`src/rtl/mem_ctrl.sv`:
```
// rtl/mem_ctrl.sv - byte-serial RAM bus owner shared by instruction fetch and load/store ports
module mem_ctrl #(
  parameter int ADDR_W = 32
) (
  input  logic              clk,
  input  logic              rst,
  input  logic              rdy,
  input  logic              instEn,
  input  logic [ADDR_W-1:0] instAddr,
  input  logic              misTaken,
  output logic              memInstOutEn,
  output logic [31:0]       memInst,
  input  logic              dataEn,
  input  logic              dataWr,
  input  logic [ADDR_W-1:0] dataAddr,
  input  logic [1:0]        dataLen,
  input  logic [31:0]       dataIn,
  output logic              dataOutEn,
  output logic [31:0]       dataOut,
  output logic [ADDR_W-1:0] mem_a,
  output logic              mem_wr,
  output logic [7:0]        mem_dout,
  input  logic [7:0]        mem_din
);

  localparam logic [1:0] S_IDLE   = 2'd0;
  localparam logic [1:0] S_READ   = 2'd1;
  localparam logic [1:0] S_WRITE  = 2'd2;
  localparam logic [1:0] S_FINISH = 2'd3;

  logic [1:0]        state;
  logic [1:0]        k;
  logic [1:0]        cur_len;
  logic [ADDR_W-1:0] cur_addr;
  logic [31:0]       cur_wdata;
  logic              cur_inst;
  logic [23:0]       rbuf;

  logic              inst_pend;
  logic [ADDR_W-1:0] inst_pend_addr;
  logic              data_pend;
  logic              data_pend_wr;
  logic [ADDR_W-1:0] data_pend_addr;
  logic [1:0]        data_pend_len;
  logic [31:0]       data_pend_wdata;
  logic              inst_done;

  logic              inst_req;
  logic              data_req;
  logic [ADDR_W-1:0] inst_req_addr;
  logic              req_wr;
  logic [ADDR_W-1:0] req_addr;
  logic [1:0]        req_len;
  logic [31:0]       req_wdata;
  logic              inst_kill;
  logic [31:0]       assembled;
  logic [7:0]        wr_byte;

  // A mispredict makes any instruction request in flight or arriving this cycle stale.
  assign inst_req      = (inst_pend | instEn) & ~misTaken;
  assign inst_req_addr = instEn ? instAddr : inst_pend_addr;
  assign data_req      = data_pend | dataEn;
  assign inst_kill     = cur_inst & misTaken;

  always_comb begin
    req_wr    = data_pend_wr;
    req_addr  = data_pend_addr;
    req_len   = data_pend_len;
    req_wdata = data_pend_wdata;
    if (dataEn) begin
      req_wr    = dataWr;
      req_addr  = dataAddr;
      req_len   = dataLen;
      req_wdata = dataIn;
    end
  end

  // The last byte arrives on mem_din during FINISH and is merged without a register stage.
  always_comb begin
    assembled = {8'h00, rbuf};
    case (cur_len)
      2'd0:    assembled[7:0]   = mem_din;
      2'd1:    assembled[15:8]  = mem_din;
      2'd2:    assembled[23:16] = mem_din;
      default: assembled[31:24] = mem_din;
    endcase
  end

  always_comb begin
    wr_byte = 8'h00;
    case (k)
      2'd0:    wr_byte = cur_wdata[7:0];
      2'd1:    wr_byte = cur_wdata[15:8];
      2'd2:    wr_byte = cur_wdata[23:16];
      default: wr_byte = cur_wdata[31:24];
    endcase
  end

  assign mem_a        = (state == S_READ || state == S_WRITE)
                        ? cur_addr + {{(ADDR_W-2){1'b0}}, k} : '0;
  assign mem_wr       = (state == S_WRITE);
  assign mem_dout     = mem_wr ? wr_byte : 8'h00;
  assign memInstOutEn = inst_done & ~misTaken;

  always_ff @(posedge clk) begin
    if (rst) begin
      state           <= S_IDLE;
      k               <= 2'd0;
      cur_len         <= 2'd0;
      cur_addr        <= '0;
      cur_wdata       <= 32'h0;
      cur_inst        <= 1'b0;
      rbuf            <= 24'h0;
      inst_pend       <= 1'b0;
      inst_pend_addr  <= '0;
      data_pend       <= 1'b0;
      data_pend_wr    <= 1'b0;
      data_pend_addr  <= '0;
      data_pend_len   <= 2'd0;
      data_pend_wdata <= 32'h0;
      inst_done       <= 1'b0;
      memInst         <= 32'h0;
      dataOutEn       <= 1'b0;
      dataOut         <= 32'h0;
    end else if (rdy) begin
      inst_done <= 1'b0;
      dataOutEn <= 1'b0;

      if (instEn && !misTaken) begin
        inst_pend      <= 1'b1;
        inst_pend_addr <= instAddr;
      end
      if (misTaken) begin
        inst_pend <= 1'b0;
      end
      if (dataEn) begin
        data_pend       <= 1'b1;
        data_pend_wr    <= dataWr;
        data_pend_addr  <= dataAddr;
        data_pend_len   <= dataLen;
        data_pend_wdata <= dataIn;
      end

      case (state)
        S_IDLE: begin
          k    <= 2'd0;
          rbuf <= 24'h0;
          if (data_req) begin
            data_pend <= 1'b0;
            cur_inst  <= 1'b0;
            cur_addr  <= req_addr;
            cur_len   <= req_len;
            cur_wdata <= req_wdata;
            state     <= req_wr ? S_WRITE : S_READ;
          end else if (inst_req) begin
            inst_pend <= 1'b0;
            cur_inst  <= 1'b1;
            cur_addr  <= inst_req_addr;
            cur_len   <= 2'd3;
            state     <= S_READ;
          end
        end
        S_READ: begin
          if (inst_kill) begin
            state <= S_IDLE;
          end else begin
            // mem_din now carries the byte addressed in the previous cycle.
            case (k)
              2'd1:    rbuf[7:0]   <= mem_din;
              2'd2:    rbuf[15:8]  <= mem_din;
              2'd3:    rbuf[23:16] <= mem_din;
              default: ;
            endcase
            if (k == cur_len) begin
              state <= S_FINISH;
            end else begin
              k <= k + 2'd1;
            end
          end
        end
        S_WRITE: begin
          if (k == cur_len) begin
            state     <= S_IDLE;
            dataOutEn <= 1'b1;
          end else begin
            k <= k + 2'd1;
          end
        end
        default: begin
          state <= S_IDLE;
          if (cur_inst) begin
            if (!misTaken) begin
              inst_done <= 1'b1;
              memInst   <= assembled;
            end
          end else begin
            dataOutEn <= 1'b1;
            dataOut   <= assembled;
          end
        end
      endcase
    end
  end

endmodule

```
`config.mk`:
```
export PLATFORM = sky130hd
export DESIGN_NAME = mem_ctrl
export DESIGN_NICKNAME = d
export VERILOG_FILES = /design/src/rtl/mem_ctrl.sv
export SDC_FILE = /design/constraint.sdc
export NUM_CORES = 1
export LEC_CHECK = 0
export CAP_MARGIN = 20
export CORE_UTILIZATION = 53
export DETAILED_ROUTE_END_ITERATION = 12
export PLACE_DENSITY_LB_ADDON = 0.2
export SLEW_MARGIN = 20
export SYNTH_ARGS = -nofsm -noshare
export SYNTH_HDL_FRONTEND = slang
export SYNTH_SLANG_ARGS = --single-unit
```
`constraint.sdc`:
```
create_clock -name clk -period 3 [get_ports clk]
set_input_delay 0.45 -clock clk [delete_from_list [all_inputs] [get_ports clk]]
set_output_delay 0.45 -clock clk [all_outputs]
set_load 0.03 [all_outputs]
```
Yosys cells after proc, flatten, opt, wreduce, memory -nomap -nowiden. Cells that the tools add are included.

Register bits after elaboration: 262.

Add/subtract/negate cells: 2. Equal/unequal tests: 15. Mux-type cells: 47. Bitwise gates (word level): 8. Reduce and logical (&&, ||, !) cells: 22.

Operators with widths (number): $mux 32 (6); $mux 8 (8); $pmux 24 s2 (1); $add 32x2->32 (1); $mux 24 (1); $pmux 8 s3 (1); $mux 2 (11); $reduce_and 4->1 (5); $mux 1 (16); $pmux 2 s3 (2); $reduce_and 3->1 (4); $eq 2x2->1 const B (4); $ne 2x1->1 const B (4); $eq 2x1->1 const B (3); $logic_not 2->1 (3); $reduce_or 3->1 (2); $reduce_bool 2->1 (2); $and 1x1->1 (3); $ne 3x2->1 const B (1); $ne 3x3->1 const B (1); $not 1->1 (3); $reduce_bool 3->1 (1); $add 2x1->2 const B (1); $eq 2x2->1 (1); other kinds (8) (9).

Longest topological paths before layout.
Word-level depth: 7. Depth in mapped cells: 9.

Worst setup path after synthesis. No wires, ideal clock.

Path kind: reg-to-output. Start point: register k[1]. End point: output mem_a[25]. Data arrival time: 2414 ps. Data required time: 2550 ps. Path slack: 136 ps. Cell stages (with the launch flop): 7. Buffers on the path: 1. Cells stage by stage: dfxtp_1 ha_1 a21oi_1 or4b_1 buf_2 or4_1 a21oi_1.

Word-level cells in the longest chain between the ends: 2.

Ends and longest elaborated chain: from (decl) (RTL line 32) `logic [1:0] k;`; from (signal assigned) (RTL line 177) `k <= k + 2'd1;`; from (signal assigned) (RTL line 186) `k <= k + 2'd1;`; $add 32x2->32 (RTL line 100) `? cur_addr + {{(ADDR_W-2){1'b0}}, k} : '0;`; $mux 32 (RTL line 100); to (decl) (RTL line 20) `output logic [ADDR_W-1:0] mem_a,`.

No other way between the ends.

Final worst setup path.
Start point: register cur_addr[0]. End point: output mem_a[26].

Word-level cells in the longest chain between the ends: 2.

Ends and longest elaborated chain: from (decl) (RTL line 34) `logic [ADDR_W-1:0] cur_addr;`; from (signal assigned) (RTL line 151) `cur_addr <= req_addr;`; from (signal assigned) (RTL line 158) `cur_addr <= inst_req_addr;`; $add 32x2->32 (RTL line 100); $mux 32 (RTL line 100).

No other way between the ends.

==> flow_summary.ini <==
[critical_path]
critPathLaunch = cur_addr[0]$_SDFFE_PP0P_
rr_endpoint = rbuf[11]$_SDFFE_PP0P_
slowest_stage = dfxtp_2
cp.arrival_ns = 2.66
reg2reg_depth = 5
critPathMaxFanout = 6
r2r-start = state[0]$_SDFFE_PP0P_
path_cells = ha_4, fa_2, and4_4, nand4_1, buf_4, or3_4, a21oi_4, buf_6
cp-start-kind = flop
crit_path_end_kind = output port
critPathKind = reg -> out
slowest_delay_ns = 0.35
reg2reg_setup_slack_ns = 0.85
crit_required_ns = 2.55

[logic_synthesis]
synth_cell_types = 48
synth_top_area_cell = dfxtp_1
synthFlopType = dfxtp_1
synth_seq_cells = 262
ys_warn_count = 0
synth_xor_area_frac = 0.00880
async_flop_share = 0
netlist_top_cells_count = nand2_1, dfxtp_1, a21oi_1
synth-adder-area-share = 0.0122
synthSimpleGateAreaFrac = 0.196
synth_edf_count = 0
synth_top_family_by_area = simple AND/OR/NAND/NOR gates
synth.area.mux_share = 0.129
synth_area_um2 = 11900
synth_compound_area_frac = 0.174
postSynthCellCount = 1445
synth_nets = 1569
syn_area_per_cell_um2 = 8.26
synth_top_area_share = 0.439
synth.area.top_cells = dfxtp_1, mux2i_1, nand2_1
yosysSeqAreaShare = 0.439
synth.most_common_cell = nand2_1

[finish]
final_cell_area_um2 = 15600
area_delta_synth_final_pct = 30.8
final_layout_size_suffix_gt1_frac = 0.120
fin_nets = 1743

[min_path]
whs_path_depth = 2
worstHoldStart = dataOut[29]$_SDFFE_PP0P_
hold_path_class = reg -> reg
hold_end = dataOut[29]$_SDFFE_PP0P_

[sta]
relSlewSlack = 0.379
rsz0062_at_grt = true
fin_skew_ns = 0.0199
fin_crit_sh = 1.04
holdWs_ns = 0.450
finalHoldViolations = 0
min_period_ns = 3.11
fin_tns_setup_ns = -0.789
worst_pin_slew_ns = 0.928
clock.fmax_mhz = 321
slew_viol_final = 0
setup_ws_ns = -0.111
setup_violations = 12

[die]
top_level_ports = 220
initial_core_util = 0.544
core-area_um2 = 22000
die_w_um = 152
die_area_um2 = 23100
rows = 54
dieHeight_um = 152

[place]
place_area_um2 = 14400
place_ws_ns = 0.219
place.gp.congestion = 0.880
portBuffers = 219
dpl.hpwl_um = 21600

[global_routing]
grt_use_total = 0.274
overflow = 0
grt_pass1_wl_um = 52600
grt_pass1_vias = 10200
antenna_found_initial = 2
grt_max_degree = 108

[drt]
drtAntennaViolNets = 0
drc_errors = 34
via_per_inst = 5.72
vias = 11000
drtPass1Iterations = 9
drt-initial-drc-count = 817
drt_wl_total_um = 32600
detail_route.wl_per_cell_um = 17.0

[power]
p_leak_nw = 5.77
peakVddDrop_uv = 443
power_mw = 8.88
powerDensity_nw_per_um2 = 568

[status]
status = finished, violations left
violations = design-rule violations, negative setup slack

[clock_network]
cts.htree.levels = 1
cts_made_buffers = 28
cts_tree = done
cts.sinks = 262
clock_latency_ns = 0.54
clkTransAtPathRegs_ns = 0.06
cts_buffer_depth = 3
root_buffer = clkbuf_16

[flow_run]
maxCapViolCount = 0
-- cells in the final DEF, fill, tap and decap left out, types with 8 or more instances in the layout --
master / instances
clkdlybuf4s50_1: 178
buf_4: 44
buf_12: 8
clkbuf_16: 28
nand2_1: 298
a211oi_1: 83
o211ai_1: 33
xor2_1: 8
a222oi_1: 8
a21oi_1: 164
or3_1: 8
buf_6: 11
a21oi_2: 8
o21ai_0: 22
nor2_1: 124
dfxtp_1: 252
mux2_2: 35
mux2i_1: 114
dlygate4sd2_1: 15
nand3_1: 28
nand4_1: 11
and2_1: 21
inv_1: 12
-- area by class of cell --
| class | count | area (µm²) |
|---|---|---|
| Fill cell | 1713 | 6340 |
| Tap cell | 280 | 350 |
| Multi-Input combinational cell | 1054 | 6450 |
| Clock buffer | 34 | 743 |
| Timing Repair Buffer | 261 | 2580 |
| Antenna cell | 1 | 2.50 |
| Inverter | 12 | 45.0 |
| Clock inverter | 12 | 178 |
| Sequential cell | 262 | 5270 |
-- kinds of logic (layout without fill, tap and decap cells) --
kind of cell	after synthesis	count (layout)
AND/OR/NAND/NOR	543	544
adder cells (fa/ha/maj)	11	11
multiplexers	149	149
buffers and inverters	130	319
XOR/XNOR	12	12
other	0	1
AO/OA/AOI/OAI	338	338
flip-flops	262	262
-- per-layer routing --
metal | global-route usage | share of wire | vias to the layer above
met5 | 0 | 0.00037 | -
met4 | 0.0831 | 0.022 | 2
met3 | 0.0468 | 0.073 | 56
met2 | 0.452 | 0.47 | 387
met1 | 0.367 | 0.44 | 5117
li1 | - | - | 5392
-- power by group --
part	leakage (nW)	switching [mW]	internal [mW]	total [mW]
Clock	0.457	1.37	2.10	3.47
Sequential	2.14	0.157	3.67	3.83
Combinational	3.18	0.919	0.661	1.58
Total	5.77	2.45	6.43	8.88
-- registers in the layout (all words and copies together), names as in the netlist --
name / count
cur_addr: 32
cur_wdata: 32
dataOut: 32
data_pend_addr: 32
data_pend_wdata: 32
inst_pend_addr: 32
memInst: 32
rbuf: 24
cur_len: 2
data_pend_len: 2
k: 2
state: 2
cur_inst: 1
dataOutEn: 1
data_pend: 1
data_pend_wr: 1
inst_done: 1
inst_pend: 1
-- timing repair --
| item | in CTS | in global routing |
|---|---|---|
| pin swaps | 2 | 22 |
| setup endpoints to repair | 35 | 26 |
| buffers inserted | 2 | 7 |
| endpoints found under the hold margin | 0 | 0 |
| resized for setup | 36 | 55 |
| hold buffers | 0 | 0 |
| cloned | 0 | 1 |
-- worst max-delay path: cells and delay by family (launching register included) --
family / cells / cell delay (ns)
AND/OR/NAND/NOR: 3 / 0.89
buffers and inverters: 2 / 0.39
flip-flops: 1 / 0.35
AO/OA/AOI/OAI: 1 / 0.13
adder cells (fa/ha/maj): 2 / 0.35
-- how the worst max path moves through the flow --
stage                end  slack (ns)  cells after the start
2_1_floorplan  mem_a[25]        0.14                      6
3_3_place_gp   mem_a[27]        0.25                      6
3_5_place_dp   mem_a[15]        0.22                      7
4_1_cts        mem_a[30]       -0.15                      7
5_1_grt        mem_a[26]       -0.18                      8
6_report       mem_a[26]       -0.11                      8
-- metrics by stage --
| step | instances | utilization |
|---|---|---|
| finish | 1916 | 0.711 |
| global route | 1916 | 0.711 |
| detailed placement | 1859 | 0.654 |
| CTS | 1907 | 0.699 |
| global placement | 1859 | 0.654 |
| floorplan | 1445 | - |
Power figures use the tool's default switching activity.
